### src/rtl/icache_pkg.sv
// Shared definitions for the instruction cache and the fetch stage:
// geometry defaults, derived address-field widths and the refill FSM encoding.
package icache_pkg;

    localparam int ADDR_W    = 16;
    localparam int DATA_W    = 16;
    localparam int DEF_LINES = 16;
    localparam int DEF_WORDS = 4;
    localparam int DEF_OFF_W = $clog2(DEF_WORDS);
    localparam int DEF_IDX_W = $clog2(DEF_LINES);
    localparam int DEF_TAG_W = ADDR_W - DEF_IDX_W - DEF_OFF_W;

    typedef enum logic [1:0] {
        ST_IDLE   = 2'd0,
        ST_REFILL = 2'd1,
        ST_DONE   = 2'd2
    } icache_state_t;

    function automatic logic [15:0] sat_inc16(input logic [15:0] v);
        return (v == 16'hFFFF) ? v : v + 16'd1;
    endfunction

endpackage

### src/rtl/icache_array.sv
// Data and tag storage for the direct-mapped instruction cache.
// One synchronous write port (data word or tag), one asynchronous read port.
module icache_array
    import icache_pkg::*;
#(
    parameter int LINES = DEF_LINES,
    parameter int WORDS = DEF_WORDS,
    parameter int IDX_W = DEF_IDX_W,
    parameter int OFF_W = DEF_OFF_W,
    parameter int TAG_W = DEF_TAG_W
) (
    input  logic              clk,
    input  logic              i_data_we,
    input  logic              i_tag_we,
    input  logic [IDX_W-1:0]  i_wr_idx,
    input  logic [OFF_W-1:0]  i_wr_off,
    input  logic [DATA_W-1:0] i_wr_data,
    input  logic [TAG_W-1:0]  i_wr_tag,
    input  logic [IDX_W-1:0]  i_rd_idx,
    input  logic [OFF_W-1:0]  i_rd_off,
    output logic [DATA_W-1:0] o_rd_data,
    output logic [TAG_W-1:0]  o_rd_tag
);

    logic [DATA_W-1:0] r_data [LINES][WORDS];
    logic [TAG_W-1:0]  r_tag  [LINES];

    // Contents are don't-care until their line is validated, so no reset.
    always_ff @(posedge clk) begin
        if (i_data_we) r_data[i_wr_idx][i_wr_off] <= i_wr_data;
        if (i_tag_we)  r_tag[i_wr_idx]            <= i_wr_tag;
    end

    assign o_rd_data = r_data[i_rd_idx][i_rd_off];
    assign o_rd_tag  = r_tag[i_rd_idx];

endmodule

### src/rtl/instr_cache.sv
// Direct-mapped instruction cache with zero-latency hit and a word-serial
// refill engine; valid bits, poison and miss counting live here.
//
// state     | meaning
// ----------+---------------------------------------------------------
// ST_IDLE   | serving lookups; a qualified miss starts a refill
// ST_REFILL | requesting words 0..WORDS-1 of the missed line
// ST_DONE   | writing the tag and validating the line unless poisoned
module instr_cache
    import icache_pkg::*;
#(
    parameter int LINES = DEF_LINES,
    parameter int WORDS = DEF_WORDS
) (
    input  logic        clk,
    input  logic        rst_n,
    input  logic [15:0] pc,
    input  logic        rd_en,
    input  logic        flush,
    output logic [15:0] instr_out,
    output logic        hit,
    output logic        busy,
    output logic        mem_req,
    output logic [15:0] mem_addr,
    input  logic        mem_ack,
    input  logic [15:0] mem_rdata,
    output logic [15:0] miss_cnt
);

    localparam int OFF_W = $clog2(WORDS);
    localparam int IDX_W = $clog2(LINES);
    localparam int TAG_W = ADDR_W - IDX_W - OFF_W;
    localparam logic [OFF_W-1:0] LAST_WORD = OFF_W'(WORDS - 1);

    icache_state_t    r_state, w_next;
    logic [TAG_W-1:0] r_miss_tag;
    logic [IDX_W-1:0] r_miss_idx;
    logic [OFF_W-1:0] r_cnt;
    logic             r_poison;
    logic [LINES-1:0] r_valid;
    logic [15:0]      r_miss_cnt;

    logic [OFF_W-1:0] w_off;
    logic [IDX_W-1:0] w_idx;
    logic [TAG_W-1:0] w_tag;
    logic [TAG_W-1:0] w_rd_tag;
    logic [15:0]      w_rd_data;
    logic             w_hit;
    logic             w_start;
    logic             w_data_we;
    logic             w_tag_we;

    assign w_off = pc[OFF_W-1:0];
    assign w_idx = pc[OFF_W +: IDX_W];
    assign w_tag = pc[ADDR_W-1 -: TAG_W];

    icache_array #(
        .LINES (LINES),
        .WORDS (WORDS),
        .IDX_W (IDX_W),
        .OFF_W (OFF_W),
        .TAG_W (TAG_W)
    ) u_array (
        .clk       (clk),
        .i_data_we (w_data_we),
        .i_tag_we  (w_tag_we),
        .i_wr_idx  (r_miss_idx),
        .i_wr_off  (r_cnt),
        .i_wr_data (mem_rdata),
        .i_wr_tag  (r_miss_tag),
        .i_rd_idx  (w_idx),
        .i_rd_off  (w_off),
        .o_rd_data (w_rd_data),
        .o_rd_tag  (w_rd_tag)
    );

    assign w_hit = (r_state == ST_IDLE) && r_valid[w_idx] && (w_rd_tag == w_tag);

    always_ff @(posedge clk or negedge rst_n) begin
        if (!rst_n) r_state <= ST_IDLE;
        else        r_state <= w_next;
    end

    always_comb begin
        w_next    = r_state;
        w_start   = 1'b0;
        w_data_we = 1'b0;
        w_tag_we  = 1'b0;
        case (r_state)
            ST_IDLE: begin
                if (rd_en && !w_hit && !flush) begin
                    w_start = 1'b1;
                    w_next  = ST_REFILL;
                end
            end
            ST_REFILL: begin
                if (mem_ack) begin
                    w_data_we = 1'b1;
                    if (r_cnt == LAST_WORD) w_next = ST_DONE;
                end
            end
            ST_DONE: begin
                w_tag_we = 1'b1;
                w_next   = ST_IDLE;
            end
            default: w_next = ST_IDLE;
        endcase
    end

    always_ff @(posedge clk or negedge rst_n) begin
        if (!rst_n) begin
            r_miss_tag <= '0;
            r_miss_idx <= '0;
            r_cnt      <= '0;
            r_poison   <= 1'b0;
            r_valid    <= '0;
            r_miss_cnt <= '0;
        end else begin
            if (w_start) begin
                r_miss_tag <= w_tag;
                r_miss_idx <= w_idx;
                r_cnt      <= '0;
                r_miss_cnt <= sat_inc16(r_miss_cnt);
            end else if (w_data_we) begin
                r_cnt <= r_cnt + 1'b1;
            end

            // Poison only matters until DONE consumes it; clear it there.
            if (r_state == ST_DONE)
                r_poison <= 1'b0;
            else if (r_state == ST_REFILL && flush)
                r_poison <= 1'b1;

            if (flush)
                r_valid <= '0;
            else if (w_tag_we && !r_poison)
                r_valid[r_miss_idx] <= 1'b1;
        end
    end

    assign hit       = w_hit;
    assign instr_out = w_rd_data;
    assign busy      = (r_state != ST_IDLE);
    assign mem_req   = (r_state == ST_REFILL);
    assign mem_addr  = mem_req ? {r_miss_tag, r_miss_idx, r_cnt} : 16'h0000;
    assign miss_cnt  = r_miss_cnt;

endmodule

### config.mk
export PLATFORM = sky130hd
export DESIGN_NAME = instr_cache
export DESIGN_NICKNAME = d
export VERILOG_FILES = /design/src/rtl/icache_pkg.sv /design/src/rtl/icache_array.sv /design/src/rtl/instr_cache.sv
export SDC_FILE = /design/constraint.sdc
export NUM_CORES = 1
export LEC_CHECK = 0
export ABC_AREA = 0
export CAP_MARGIN = 5
export CORE_UTILIZATION = 40
export DETAILED_ROUTE_END_ITERATION = 7
export PLACE_DENSITY = 0.56
export SLEW_MARGIN = 5
export SYNTH_ARGS = -nofsm -noshare
export SYNTH_HDL_FRONTEND = slang
export SYNTH_HIERARCHICAL = 1
export SYNTH_SLANG_ARGS = --single-unit
### constraint.sdc
create_clock -name clk -period 6.5 [get_ports clk]
set_input_delay 1.95 -clock clk [delete_from_list [all_inputs] [get_ports clk]]
set_output_delay 1.95 -clock clk [all_outputs]
set_load 0.01 [all_outputs]
# ---- Word level (Yosys, flattened, before mapping)
# Memories as Yosys holds them, arrays and structs flattened.
# Cells that the tools add are included.
dict set report totals {
  wordCells 76
  mem_bits_rw 1184
  reg_bits 51
  memories 2
  out_inout_bits 51
  input_bits 37
}
dict set report op_classes {
  n_addsub 2
  bitwise 4
  magnitude_cmp 6
  reduce_logical 18
  mux 29
  n_eq_ne 8
}
# name words word_bits read_ports rd_clocked_by_memory_dff write_ports line
set mem_list {}
lappend mem_list {u_array.r_data 16 64 1 0 1 icache_array.sv:25} ;# logic [DATA_W-1:0] r_data [LINES][WORDS];
lappend mem_list {u_array.r_tag 16 10 1 0 1 icache_array.sv:26} ;# logic [TAG_W-1:0] r_tag [LINES];
# op count
set op_table {}
lappend op_table {{16-bit two-way mux} 6}
lappend op_table {{64-bit two-way mux} 1}
lappend op_table {{16-bit binary-select mux with 2-bit select} 1}
lappend op_table {{16-bit demux with 2-bit select} 1}
lappend op_table {{16-bit by 1-bit adder with 16-bit output (second input constant)} 1}
lappend op_table {{16-bit equality test (second input constant)} 1}
lappend op_table {{16-bit OR} 1}
lappend op_table {{1-bit two-way mux} 12}
lappend op_table {{10-bit equality test} 1}
lappend op_table {{4-bit by 5-bit < comparator with 1-bit output (second input constant)} 2}
lappend op_table {{2-bit two-way mux} 5}
lappend op_table {{1-bit logical AND} 8}
lappend op_table {{2-bit nonzero test} 4}
lappend op_table {{3-bit >= comparator (second input constant)} 2}
lappend op_table {{2-bit by 1-bit inequality test with 1-bit output (second input constant)} 3}
lappend op_table {{2-bit NOT with 3-bit output} 2}
lappend op_table {{1-bit binary-select mux with 4-bit select} 1}
lappend op_table {{1-bit demux with 4-bit select} 1}
lappend op_table {{2-bit equality test (second input constant)} 2}
lappend op_table {{4-bit by 1-bit >= comparator with 1-bit output (second input constant)} 1}
lappend op_table {{2-bit case mux with 2 select lines} 1}
lappend op_table {{1-bit zero test} 3}
lappend op_table {{3-bit by 1-bit < comparator with 1-bit output (second input constant)} 1}
lappend op_table {{3-bit AND reduction} 1}
lappend op_table {{other kinds (5)} 5}

# ---- Logic depth before layout (Yosys ltp)
dict set report logic_depth {
  depth_word 10
  depth_mapped 13
  ltp_nobuf 8
}

# ---- Hierarchy
# The synthesis kept the hierarchy.
# mod instances seq_area_each_um2 cells_per_inst area_per_inst_um2
set by_module_without_submodules {}
lappend by_module_without_submodules {icache_array 1 35554.1 2047 45889.0}
lappend by_module_without_submodules {instr_cache 1 1276.2 238 2582.5}

# ---- Worst setup path after synthesis
# Ideal clock, no wire load.
dict set report synth_timing {
  path_type {input to output}
  from {input port pc[2]}
  to {output port hit}
  required_time_ns 4.550
  path_buffers 3
  setup_slack_ns 0.335
  stages 9
  arrival_ns 4.215
  cell_sequence {buf_6 buf_8 buf_4 mux4_2 mux4_2 xnor2_1 nand4_1 nor3_1 and2_1}
}
dict set report synth_between {
  elab_cells_between_ends 6
  classes_between {eq/ne: 1; mux: 2; reduce/logical: 2; memory: 1}
}
# item line
set synth_rtl {}
lappend synth_rtl {{from (decl)} instr_cache.sv:17} ;# input logic [15:0] pc,
lappend synth_rtl {{memory 16 x 10 bit} n/a}
lappend synth_rtl {{via w_rd_tag[5]} instr_cache.sv:46} ;# logic [TAG_W-1:0] w_rd_tag;
lappend synth_rtl {{10-bit equality test} instr_cache.sv:77} ;# assign w_hit = (r_state == ST_IDLE) && r_valid[w_idx] && (w_rd_tag == w_tag);
lappend synth_rtl {{1-bit logical AND} instr_cache.sv:77}
lappend synth_rtl {{to (decl)} instr_cache.sv:21} ;# output logic hit,
# The timed path passes the listed nets, and every way through them passes these cells. The select of a mux whose other input is x is not followed.

# ---- Final worst setup path
dict set report layout_timing {
  from {input port pc[2]}
  to {output port instr_out[10]}
}
dict set report layout_between {
  elab_chain_cells 4
}
# item line
set layout_lines {}
lappend layout_lines {{memory 16 x 64 bit} n/a}
lappend layout_lines {{16-bit binary-select mux with 2-bit select} icache_array.sv:34} ;# assign o_rd_data = r_data[i_rd_idx][i_rd_off];
lappend layout_lines {{16-bit two-way mux (implied by the code) (2 in series)} icache_array.sv:34}
lappend layout_lines {{to (decl)} instr_cache.sv:20} ;# output logic [15:0] instr_out,
# No other way between the ends. The select of a mux whose other input is x is not followed.

==> out/results.tsv <==
metric	value	unit
postRouteAntennaNets	0	
final_common_cell	edfxtp_1	
syn_area_per_cell	21.2	µm²
final_hold_viol_count	0	
finalWirelength	120	mm
cp_cell_sequence	buf_16 > buf_4 > clkbuf_16 > buf_4 > mux4_1 > nand2_1 > a31o_2 > a32oi_2 > o211a_1 > clkdlybuf4s50_1	
clkSinkCount	1235	
outcome	finished clean	
ys_async_sr_fraction	4.13	%
die_h	350	µm
power.density	310	nW/µm²
yosysWarnings	6	
drive_above_1_share	29.1	%
synth_cell_types	53	
grt_use_total	19.6	%
routabilityCongestion	0.860	
fp.coreArea	120000	µm²
fin_setup_tns	0	ps
crit_path_top_delay_cell	clkdlybuf4s50_1	
antenna_found_initial	2	
io_buffer_count	87	
fin_area	57400	µm²
dieWidth	350	µm
min_period	6450	ps
ys_ff_latch	1235	
max_stage_delay	580	ps
synth_ff_type	edfxtp_1	
h-tree-depth	3	
worstMarginPinSlew	1290	ps
slew_violations	0	
vias_per_cell	5.48	
area_delta_synth_final	18.4	%
critPathLaunchType	primary input	
slew_headroom	13.8	%
crit_arrival	4500	ps
wl_per_cell	27.5	µm
synth_cells	2285	
dp.final_hpwl	73.0	mm
ys_seq_area_share	76.0	%
setup_viol	0	
holdCritPathClass	reg -> reg	
antenna_cells	0	
netlist_area	48500	µm²
cts_tree	yes	
cts.reportedPaths.clkPinSlew	60	ps
dpl_cell_area	53000	µm²
cap_violations	0	
worstPathRequired	4550	ps
fin_skew	23.8	ps
synth_edf_count	1184	
rsz0062_at_grt	no	
die_area	123000	µm²
endpoint_kind	output pin	
nets	2696	
fillerInstances	9809	
power.leakage	19.0	nW
vias	23900	
cpMostUsedCell	buf_4	
num_rows	127	
cts_buffers	119	
path_max_fanout	14	
overflow	0	
layout_common_cells	edfxtp_1 (1184), buf_4 (233), mux4_2 (209)	
ir_drop	0.246	mV
start_util	40.4	%
firstDrtPassIters	5	
fin_crit_sh	99.2	%
grt_pass1_vias	24900	
clock_path_buffers	3	
root_buffer	clkbuf_16	
critical_path_class	in -> out	
grt_max_degree	65	
fmax	155	MHz
remaining_drc_errors	0	
clk_latency	710	ps
syn_nets	2324	
grt_pass1_wl	174	mm
num_io_pins	88	
drt-initial-drc-count	2112	
[worst paths after layout]
path                              startpoint                      to  slack [ps]  cells after the start
worst min register to register  miss_cnt[10]            miss_cnt[10]         500                      1
worst max-delay path                   pc[2]           instr_out[10]          50                     10
worst max register to register    r_state[0]  u_array/r_data[12][29]        2270                      5
min in group asynchronous              rst_n           r_miss_tag[7]        1380                      2
max in group asynchronous              rst_n              r_valid[2]        4640                      2
worst min-delay path            miss_cnt[10]            miss_cnt[10]         500                      1
[synth_stat cells, types with 2 or more instances]
master / instances / area share, %
nand2_1: 73 / 0.57
inv_1: 6 / 0.046
buf_2: 37 / 0.38
o211ai_1: 10 / 0.15
buf_1: 8 / 0.062
nand4_1: 9 / 0.12
dfrtp_1: 51 / 2.6
clkbuf_1: 34 / 0.26
nand3b_1: 3 / 0.046
mux2_2: 43 / 1.0
a31o_2: 6 / 0.11
o22ai_1: 16 / 0.21
ha_1: 2 / 0.052
nand3_1: 32 / 0.33
mux2i_1: 115 / 2.4
o21ai_0: 7 / 0.072
mux4_1: 60 / 3.3
a22oi_1: 56 / 0.87
xnor2_1: 23 / 0.42
o2111ai_1: 6 / 0.11
nor2b_1: 19 / 0.25
buf_4: 19 / 0.29
edfxtp_1: 1184 / 73
a32oi_1: 6 / 0.11
buf_6: 17 / 0.39
buf_8: 4 / 0.12
mux2_4: 13 / 0.40
a31oi_1: 6 / 0.077
and3_1: 6 / 0.077
or3_1: 4 / 0.052
o211a_1: 6 / 0.12
a21oi_1: 14 / 0.14
a221oi_1: 10 / 0.18
mux4_2: 208 / 9.7
nor3_1: 13 / 0.13
and2_1: 21 / 0.27
a211oi_1: 6 / 0.093
nor2_1: 117 / 0.91
[state kept, by name (all words and copies together), names as in the netlist]
register	flops
r_state	2
miss_cnt	16
u_array/r_tag	160
u_array/r_data	1024
r_cnt	2
r_poison	1
r_miss_idx	4
r_miss_tag	10
r_valid	16
[per-stage QoR]
| stage | total power [mW] | utilization (%) | std cells | worst slack, ps | hold WS, ps |
|---|---|---|---|---|---|
| floorplan | 10.3 | - | 2285 | 335 | 457 |
| global placement | 11.1 | 44.2 | 4122 | -498 | 472 |
| detailed placement | 11.2 | 44.2 | 4122 | -493 | 482 |
| CTS | 17.9 | 47.5 | 4345 | -39.9 | 496 |
| global route | 18.4 | 47.8 | 4369 | 4.92 | 540 |
| finish | 17.8 | 47.8 | 4369 | 49.9 | 500 |
[cell families after synthesis]
logic type      synth area share [%]
compound gates                  2.35
xor+xnor                       0.434
fa+ha+maj                     0.0516
buf+inv                         1.58
flops                           76.0
mux                             16.7
simple gates                    2.89
[timing repair]
action	CTS	global route
setup endpoints to repair	17	15
pin swaps	7	1
hold buffers	0	0
gates cloned	2	3
setup buffers	0	21
resized for setup	51	12
[where the power goes]
part	switching, mW	total [mW]	internal (mW)
Clock	2.89	6.76	3.86
Combinational	0.949	1.67	0.725
Sequential	0.280	9.38	9.10
[layer usage]
metal | vias to the layer above | track usage [%] | wire length [µm]
met3 | 143 | 2.17 | 5720
met2 | 679 | 32.9 | 60500
li1 | 10300 | - | -
met1 | 12800 | 27.3 | 51500
met5 | - | 0 | 0
met4 | 0 | 5.42 | 2590
[critical path: cells and delay by family]
| family | cells | cell delay, ps |
|---|---|---|
| AO/OA/AOI/OAI | 3 | 940 |
| buffers and inverters | 5 | 1200 |
| multiplexers | 1 | 320 |
| AND/OR/NAND/NOR | 1 | 80 |
[final cells by class]
class / instances / area, µm² / share of cell area [%]
sequential: 1235 / 36800 / 64.2
tap: 1612 / 2020 / 3.51
inverter: 6 / 22.5 / 0.0392
timing repair buffer: 371 / 3630 / 6.32
clock inverter: 60 / 554 / 0.966
multi-input combinational: 924 / 11100 / 19.4
clock buffer: 161 / 3230 / 5.63
Note: power is estimated with default switching activity, not from simulation.
